File: config.mk
export PLATFORM = sky130hd
export DESIGN_NAME = pmem_burst_adaptor
export DESIGN_NICKNAME = d
export VERILOG_FILES = /design/src/rtl/pmem_burst_pkg.sv /design/src/rtl/line_beat_buffer.sv /design/src/rtl/pmem_burst_adaptor.sv
export SDC_FILE = /design/constraint.sdc
export NUM_CORES = 1
export LEC_CHECK = 0
export ABC_AREA = 1
export CORE_MARGIN = 2
export CORE_UTILIZATION = 30
export CTS_CLUSTER_DIAMETER = 30
export CTS_CLUSTER_SIZE = 30
export DETAILED_ROUTE_END_ITERATION = 16
export GPL_ROUTABILITY_DRIVEN = 0
export PLACE_DENSITY = 0.49
export RECOVER_POWER = 25
export REMOVE_ABC_BUFFERS = 1
export SYNTH_ARGS = -nofsm -noshare
export SYNTH_HDL_FRONTEND = slang
export SYNTH_HIERARCHICAL = 1
export SYNTH_SLANG_ARGS = --single-unit
File: constraint.sdc
create_clock -name clk -period 12.77 [get_ports clk]
set_input_delay 2.554 -clock clk [delete_from_list [all_inputs] [get_ports clk]]
set_output_delay 2.554 -clock clk [all_outputs]
set_load 0.01 [all_outputs]
File: src/rtl/pmem_burst_pkg.sv
// Shared types and constants for the cacheline-to-burst adaptor.
package pmem_burst_pkg;

    localparam int LINE_W_DEF = 256;
    localparam int BEAT_W_DEF = 64;
    localparam int ADDR_W_DEF = 32;
    localparam int BEATS      = LINE_W_DEF / BEAT_W_DEF;
    localparam int BEAT_IDX_W = $clog2(BEATS);

    typedef logic [LINE_W_DEF-1:0] line_t;
    typedef logic [BEAT_W_DEF-1:0] beat_t;

    typedef enum logic [3:0] {
        IDLE     = 4'b0001,
        RD_BURST = 4'b0010,
        WR_BURST = 4'b0100,
        DONE     = 4'b1000
    } burst_state_t;

endpackage

File: src/rtl/line_beat_buffer.sv
// Cacheline holding register: whole-line load for writes, beat-indexed fill for reads,
// beat-indexed drain mux for writes. Data only, so no reset.
module line_beat_buffer
    import pmem_burst_pkg::*;
#(
    parameter int LINE_W = LINE_W_DEF,
    parameter int BEAT_W = BEAT_W_DEF,
    parameter int IDX_W  = $clog2(LINE_W / BEAT_W)
) (
    input  logic              clk,
    input  logic              load_en,
    input  logic [LINE_W-1:0] load_line,
    input  logic              beat_we,
    input  logic [IDX_W-1:0]  beat_idx,
    input  logic [BEAT_W-1:0] beat_wdata,
    output logic [LINE_W-1:0] fill_line_o,
    output logic [BEAT_W-1:0] beat_rdata_o
);

    logic [LINE_W-1:0] line_q;

    // fill_line_o already contains the beat being written this cycle, so the
    // final read beat can be forwarded into the line output without an extra cycle.
    always_comb begin
        fill_line_o = line_q;
        if (beat_we) begin
            fill_line_o[beat_idx*BEAT_W +: BEAT_W] = beat_wdata;
        end
    end

    always_ff @(posedge clk) begin
        if (load_en) begin
            line_q <= load_line;
        end else if (beat_we) begin
            line_q <= fill_line_o;
        end
    end

    assign beat_rdata_o = line_q[beat_idx*BEAT_W +: BEAT_W];

endmodule

File: src/rtl/pmem_burst_adaptor.sv
// Converts one L2 cacheline request into a 4-beat memory burst and returns a one-cycle line response.
// Optional perf counters enabled by defining PMEM_BURST_PERF_EN.
module pmem_burst_adaptor
    import pmem_burst_pkg::*;
#(
    parameter int LINE_W     = LINE_W_DEF,
    parameter int BEAT_W     = BEAT_W_DEF,
    parameter int ADDR_W     = ADDR_W_DEF,
    parameter int PERF_CNT_W = 32
) (
    input  logic              clk,
    input  logic              rst,
    input  logic              line_read_i,
    input  logic              line_write_i,
    input  logic [ADDR_W-1:0] line_addr_i,
    input  logic [LINE_W-1:0] line_wdata_i,
    output logic [LINE_W-1:0] line_rdata_o,
    output logic              line_resp_o,
    output logic              burst_read_o,
    output logic              burst_write_o,
    output logic [ADDR_W-1:0] burst_addr_o,
    output logic [BEAT_W-1:0] burst_wdata_o,
`ifdef PMEM_BURST_PERF_EN
    output logic [PERF_CNT_W-1:0] perf_rd_cnt_o,
    output logic [PERF_CNT_W-1:0] perf_wr_cnt_o,
    output logic [PERF_CNT_W-1:0] perf_stall_cnt_o,
`endif
    input  logic [BEAT_W-1:0] burst_rdata_i,
    input  logic              burst_resp_i
);

    localparam int NBEATS = LINE_W / BEAT_W;
    localparam int IDX_W  = $clog2(NBEATS);
    localparam int OFFS_W = $clog2(LINE_W / 8);
    localparam logic [IDX_W-1:0] LAST_IDX = IDX_W'(NBEATS - 1);

    burst_state_t      state;
    logic [IDX_W-1:0]  beat_cnt;
    logic              last_beat;
    logic              buf_load;
    logic              buf_beat_we;
    logic [LINE_W-1:0] buf_fill_line;
    logic [BEAT_W-1:0] buf_beat_rdata;
    logic              unused_addr_lo;

    assign unused_addr_lo = ^line_addr_i[OFFS_W-1:0];
    assign last_beat      = (beat_cnt == LAST_IDX);
    assign buf_load       = (state == IDLE) && line_write_i;
    assign buf_beat_we    = (state == RD_BURST) && burst_resp_i;

    line_beat_buffer #(
        .LINE_W (LINE_W),
        .BEAT_W (BEAT_W),
        .IDX_W  (IDX_W)
    ) u_line_buf (
        .clk          (clk),
        .load_en      (buf_load),
        .load_line    (line_wdata_i),
        .beat_we      (buf_beat_we),
        .beat_idx     (beat_cnt),
        .beat_wdata   (burst_rdata_i),
        .fill_line_o  (buf_fill_line),
        .beat_rdata_o (buf_beat_rdata)
    );

    // The line buffer is not reset, so the drain path is gated to keep the port at 0 outside writes.
    assign burst_wdata_o = burst_write_o ? buf_beat_rdata : '0;

    always_ff @(posedge clk or posedge rst) begin
        if (rst) begin
            state         <= IDLE;
            beat_cnt      <= '0;
            line_rdata_o  <= '0;
            line_resp_o   <= 1'b0;
            burst_read_o  <= 1'b0;
            burst_write_o <= 1'b0;
            burst_addr_o  <= '0;
        end else begin
            line_resp_o <= 1'b0;
            unique case (state)
                IDLE: begin
                    if (line_write_i) begin
                        state         <= WR_BURST;
                        burst_write_o <= 1'b1;
                        burst_addr_o  <= {line_addr_i[ADDR_W-1:OFFS_W], OFFS_W'(0)};
                    end else if (line_read_i) begin
                        state        <= RD_BURST;
                        burst_read_o <= 1'b1;
                        burst_addr_o <= {line_addr_i[ADDR_W-1:OFFS_W], OFFS_W'(0)};
                    end
                end
                RD_BURST: begin
                    if (burst_resp_i) begin
                        beat_cnt <= beat_cnt + 1'b1;
                        if (last_beat) begin
                            state        <= DONE;
                            burst_read_o <= 1'b0;
                            line_resp_o  <= 1'b1;
                            line_rdata_o <= buf_fill_line;
                        end
                    end
                end
                WR_BURST: begin
                    if (burst_resp_i) begin
                        beat_cnt <= beat_cnt + 1'b1;
                        if (last_beat) begin
                            state         <= DONE;
                            burst_write_o <= 1'b0;
                            line_resp_o   <= 1'b1;
                        end
                    end
                end
                DONE: begin
                    // The L2 still holds its request here; it is deliberately not sampled.
                    state <= IDLE;
                end
                default: begin
                    state <= IDLE;
                end
            endcase
        end
    end

`ifdef PMEM_BURST_PERF_EN
    function automatic logic [PERF_CNT_W-1:0] sat_inc(input logic [PERF_CNT_W-1:0] cnt);
        return (&cnt) ? cnt : cnt + 1'b1;
    endfunction

    always_ff @(posedge clk or posedge rst) begin
        if (rst) begin
            perf_rd_cnt_o    <= '0;
            perf_wr_cnt_o    <= '0;
            perf_stall_cnt_o <= '0;
        end else begin
            if (state == RD_BURST && burst_resp_i && last_beat) begin
                perf_rd_cnt_o <= sat_inc(perf_rd_cnt_o);
            end
            if (state == WR_BURST && burst_resp_i && last_beat) begin
                perf_wr_cnt_o <= sat_inc(perf_wr_cnt_o);
            end
            if ((state == RD_BURST || state == WR_BURST) && !burst_resp_i) begin
                perf_stall_cnt_o <= sat_inc(perf_stall_cnt_o);
            end
        end
    end
`else
    localparam int unused_perf_cnt_w = PERF_CNT_W;
`endif

`ifndef SYNTHESIS
    always @(posedge clk) begin
        if (!rst) begin
            assert (!(state == IDLE && line_read_i && line_write_i))
                else $warning("pmem_burst_adaptor: read and write requested together, write taken");
            assert (!(burst_resp_i && state != RD_BURST && state != WR_BURST))
                else $warning("pmem_burst_adaptor: burst_resp_i outside a burst ignored");
        end
    end
`endif

endmodule
==> impl_metrics.yaml <==
drt:
  drtPass1Iterations: 7
  via_per_inst: 4.692
  drt-initial-drc-count: 2002
  route.vias.total: 28640
  ant_nets: 0
  wire_per_inst_microns: 20.81
  drt_wl_total_mm: 127.0
  drcViolationCount: 0
sta:
  slew_headroom_pct: -214.2
  rsz0062_at_grt: "no"
  hold_viol: 0
  fmax_mhz: 118.6
  setup_viol: 0
  period_share_pct: 66.04
  drv_slew: 291
  fin_ws_ps: 4337
  skew_ps: 27.53
  worst_pin_slew_ps: 4712
  tns_ps: 0
  finalCriticalPeriod_ps: 8433
  hold_slack_ps: 458.6
worst_setup_path:
  start_kind: "input pin"
  crit_buf_inv: 3
  critPathTopFamily: "buffers and inverters"
  critical_path_depth: 7
  ff2ff_path_depth: 8
  worstPathRequired_ps: 13380
  critPathKind: "in -> reg"
  cp_data_arrival_time_ps: 9040
  r2r-end: "line_rdata_o[38]"
  crit_chain: "dlygate4sd3_1 -> nand2_1 -> nor2_4 -> clkinvlp_2 -> buf_4 -> nand2_1 -> nand2_1"
  crit_end: "line_rdata_o[38]"
  reg2reg_slack_ps: 5150
  path_common_cell: "nand2_1"
  crit_path_start: "burst_resp_i"
  critical_path.max_stage_delay_ps: 3390
  crit_fanout: 109
  r2r_start: "beat_cnt[1]"
  critPathSlowestCell: "clkinvlp_2"
  crit_path_end_kind: "flop"
cells_and_area:
  drive_gt1_share_pct: 6.434
  regArea_sq_um: 15010
  fin_nets: 5045
  layout_commonest_cell: "nand2_1"
  syn_to_final_growth_pct: 45.49
  multiInputGateArea_sq_um: 11820
  layout_common_cells: "2,485 x nand2_1, 620 x clkdlybuf4s50_1, 288 x dfrtp_1, 270 x nor2_1, 256 x edfxtp_1"
  n_fill_cell: 9743
yosys:
  netlist.top_cell.by_area: "nand2_1"
  yosys_warnings: 6
  ys_ff_latch: 548
  syn_area_sq_um: 28870
  yosysSeqAreaShare_pct: 51.95
  avgSynthCellArea_sq_um: 7.177
  syn_inst: 4022
  yosysTopAreaCellShare_pct: 32.39
  synth_cell_type_count: 25
  synth_area_leaders: "nand2_1 32%, edfxtp_1 27%, dfrtp_1 25%"
place:
  post-dp-hpwl_mm: 76.62
  dpl_worst_slack_ps: 6324
  port-buffer-count: 701
die:
  dieHeight_microns: 314.2
  row_count: 113
  core_area_sq_um: 95150
  die_x_microns: 314.2
  die_area_sq_um: 98720
  start_util_pct: 30.34
  io-pin-count: 712
clock_tree:
  cts_max_level: 4
  hold_buffers: 0
  cts_tree: "yes"
  cts-root-buf: "clkbuf_16"
  numCtsBuffers: 159
  post_cts_resized: 0
  clk-insertion-delay-late_ps: 740
  clk_path_buf_depth: 3
  post_cts_buffers: 0
  clock-sinks: 548
  path_clk_slew_ps: 40
grt:
  grtUsageMet2_pct: 40.57
  grt_use_met1_pct: 31.17
  grt.total_usage_pct: 25.10
  grt_first_pass_wirelength_mm: 182.3
  grt-ovfl-total: 0
  top_usage_layer: "met2"
  grt_max_degree: 147
  grt_antenna_before_repair: 37
  grtUsageMet3_pct: 7.082
  grt_pass1_vias: 27900
outcome:
  status: "finished with violations"
  violations: "max-capacitance violations, max-slew violations"
power_and_ir_drop:
  powerDensity_nw_per_um2: 254.5
  power.leakage_uw: 0.02133
  peakVddDrop_uv: 161.2
hold_path:
  hp-class: "reg -> reg"
run:
  maxCapViolations: 4
through the flow:
step	power [uW]	utilization (%)	cell area (sq um)	std cells
finish	10690	44.14	42000	6104
global route	11300	44.12	41990	6099
CTS	10810	44.10	41970	6083
detailed placement	6854	38.48	36610	5786
global placement	6839	38.48	36610	5786
floorplan	4978	-	27610	3782
kinds of logic (layout without fill, tap and decap cells):
| family | Yosys count | in the layout | share of synthesized area, % |
|---|---|---|---|
| AND/OR/NAND/NOR | 2777 | 2777 | 36.32 |
| AO/OA/AOI/OAI | 222 | 222 | 4.135 |
| other | 1 | 26 | 0.01299 |
| buffers and inverters | 468 | 1260 | 7.321 |
| adder cells (fa/ha/maj) | 6 | 6 | 0.2601 |
| flip-flops | 548 | 548 | 51.95 |
flip-flops by register name, summed over array words and instances, names as in the netlist:
| signal | cells |
|---|---|
| burst_addr_o | 27 |
| burst_read_o | 1 |
| burst_write_o | 1 |
| u_line_buf/line_q | 256 |
| state | 4 |
| beat_cnt | 2 |
| line_resp_o | 1 |
| line_rdata_o | 256 |
cell type report:
class	count	area share [%]
Multi-Input combinational cell	3010	28.14
Timing Repair Buffer	739	17.43
Clock inverter	66	1.683
Clock buffer	231	11.06
Antenna cell	21	0.1251
Inverter	224	2.056
Tap cell	1265	3.769
Sequential cell	548	35.73
synthesized netlist by cell type:
cell type	count
buf_2	117
inv_1	220
inv_2	4
clkbuf_1	71
dfrtp_1	291
nand4_1	2
buf_1	18
nand2_1	2491
buf_4	20
nand2_2	1
a21oi_1	2
conb_1	1
nand3_1	4
o211ai_1	1
edfxtp_1	256
nor2_1	270
buf_6	18
ha_1	6
nor2_4	5
nor2_2	2
o21ai_0	155
dfstp_2	1
nand3b_1	1
o22ai_1	64
or2_2	1
where the power goes:
part	leakage, uW	internal [uW]	switching [uW]
Clock	0.00262	2720	1190
Combinational	0.0123	1420	2370
Sequential	0.00639	2630	366
Total	0.0213	6770	3920
tightest hold or removal path, delay by kind of cell, from the launching register on:
kind             cells  cell delay [ps]
AND/OR/NAND/NOR      2              100
flip-flops           1              330
layer usage:
| metal | vias to the layer above | share of wire, % |
|---|---|---|
| met2 | 1092 | 47 |
| met3 | 271 | 8.2 |
| met5 | - | 0.17 |
| met4 | 30 | 3.7 |
| li1 | 13730 | - |
| met1 | 13520 | 41 |
worst min path at each step:
stage                      start  depth (start not counted)                 to  slack, ps
4_1_cts         line_rdata_o[19]                          2   line_rdata_o[19]        470
2_1_floorplan           state[2]                          2           state[2]        480
5_1_grt        line_rdata_o[254]                          2  line_rdata_o[254]        470
6_report       line_rdata_o[254]                          2  line_rdata_o[254]        460
3_5_place_dp    line_rdata_o[32]                          2   line_rdata_o[32]        460
3_3_place_gp    line_rdata_o[63]                          2   line_rdata_o[63]        450
(Power assumes the default switching activity.)
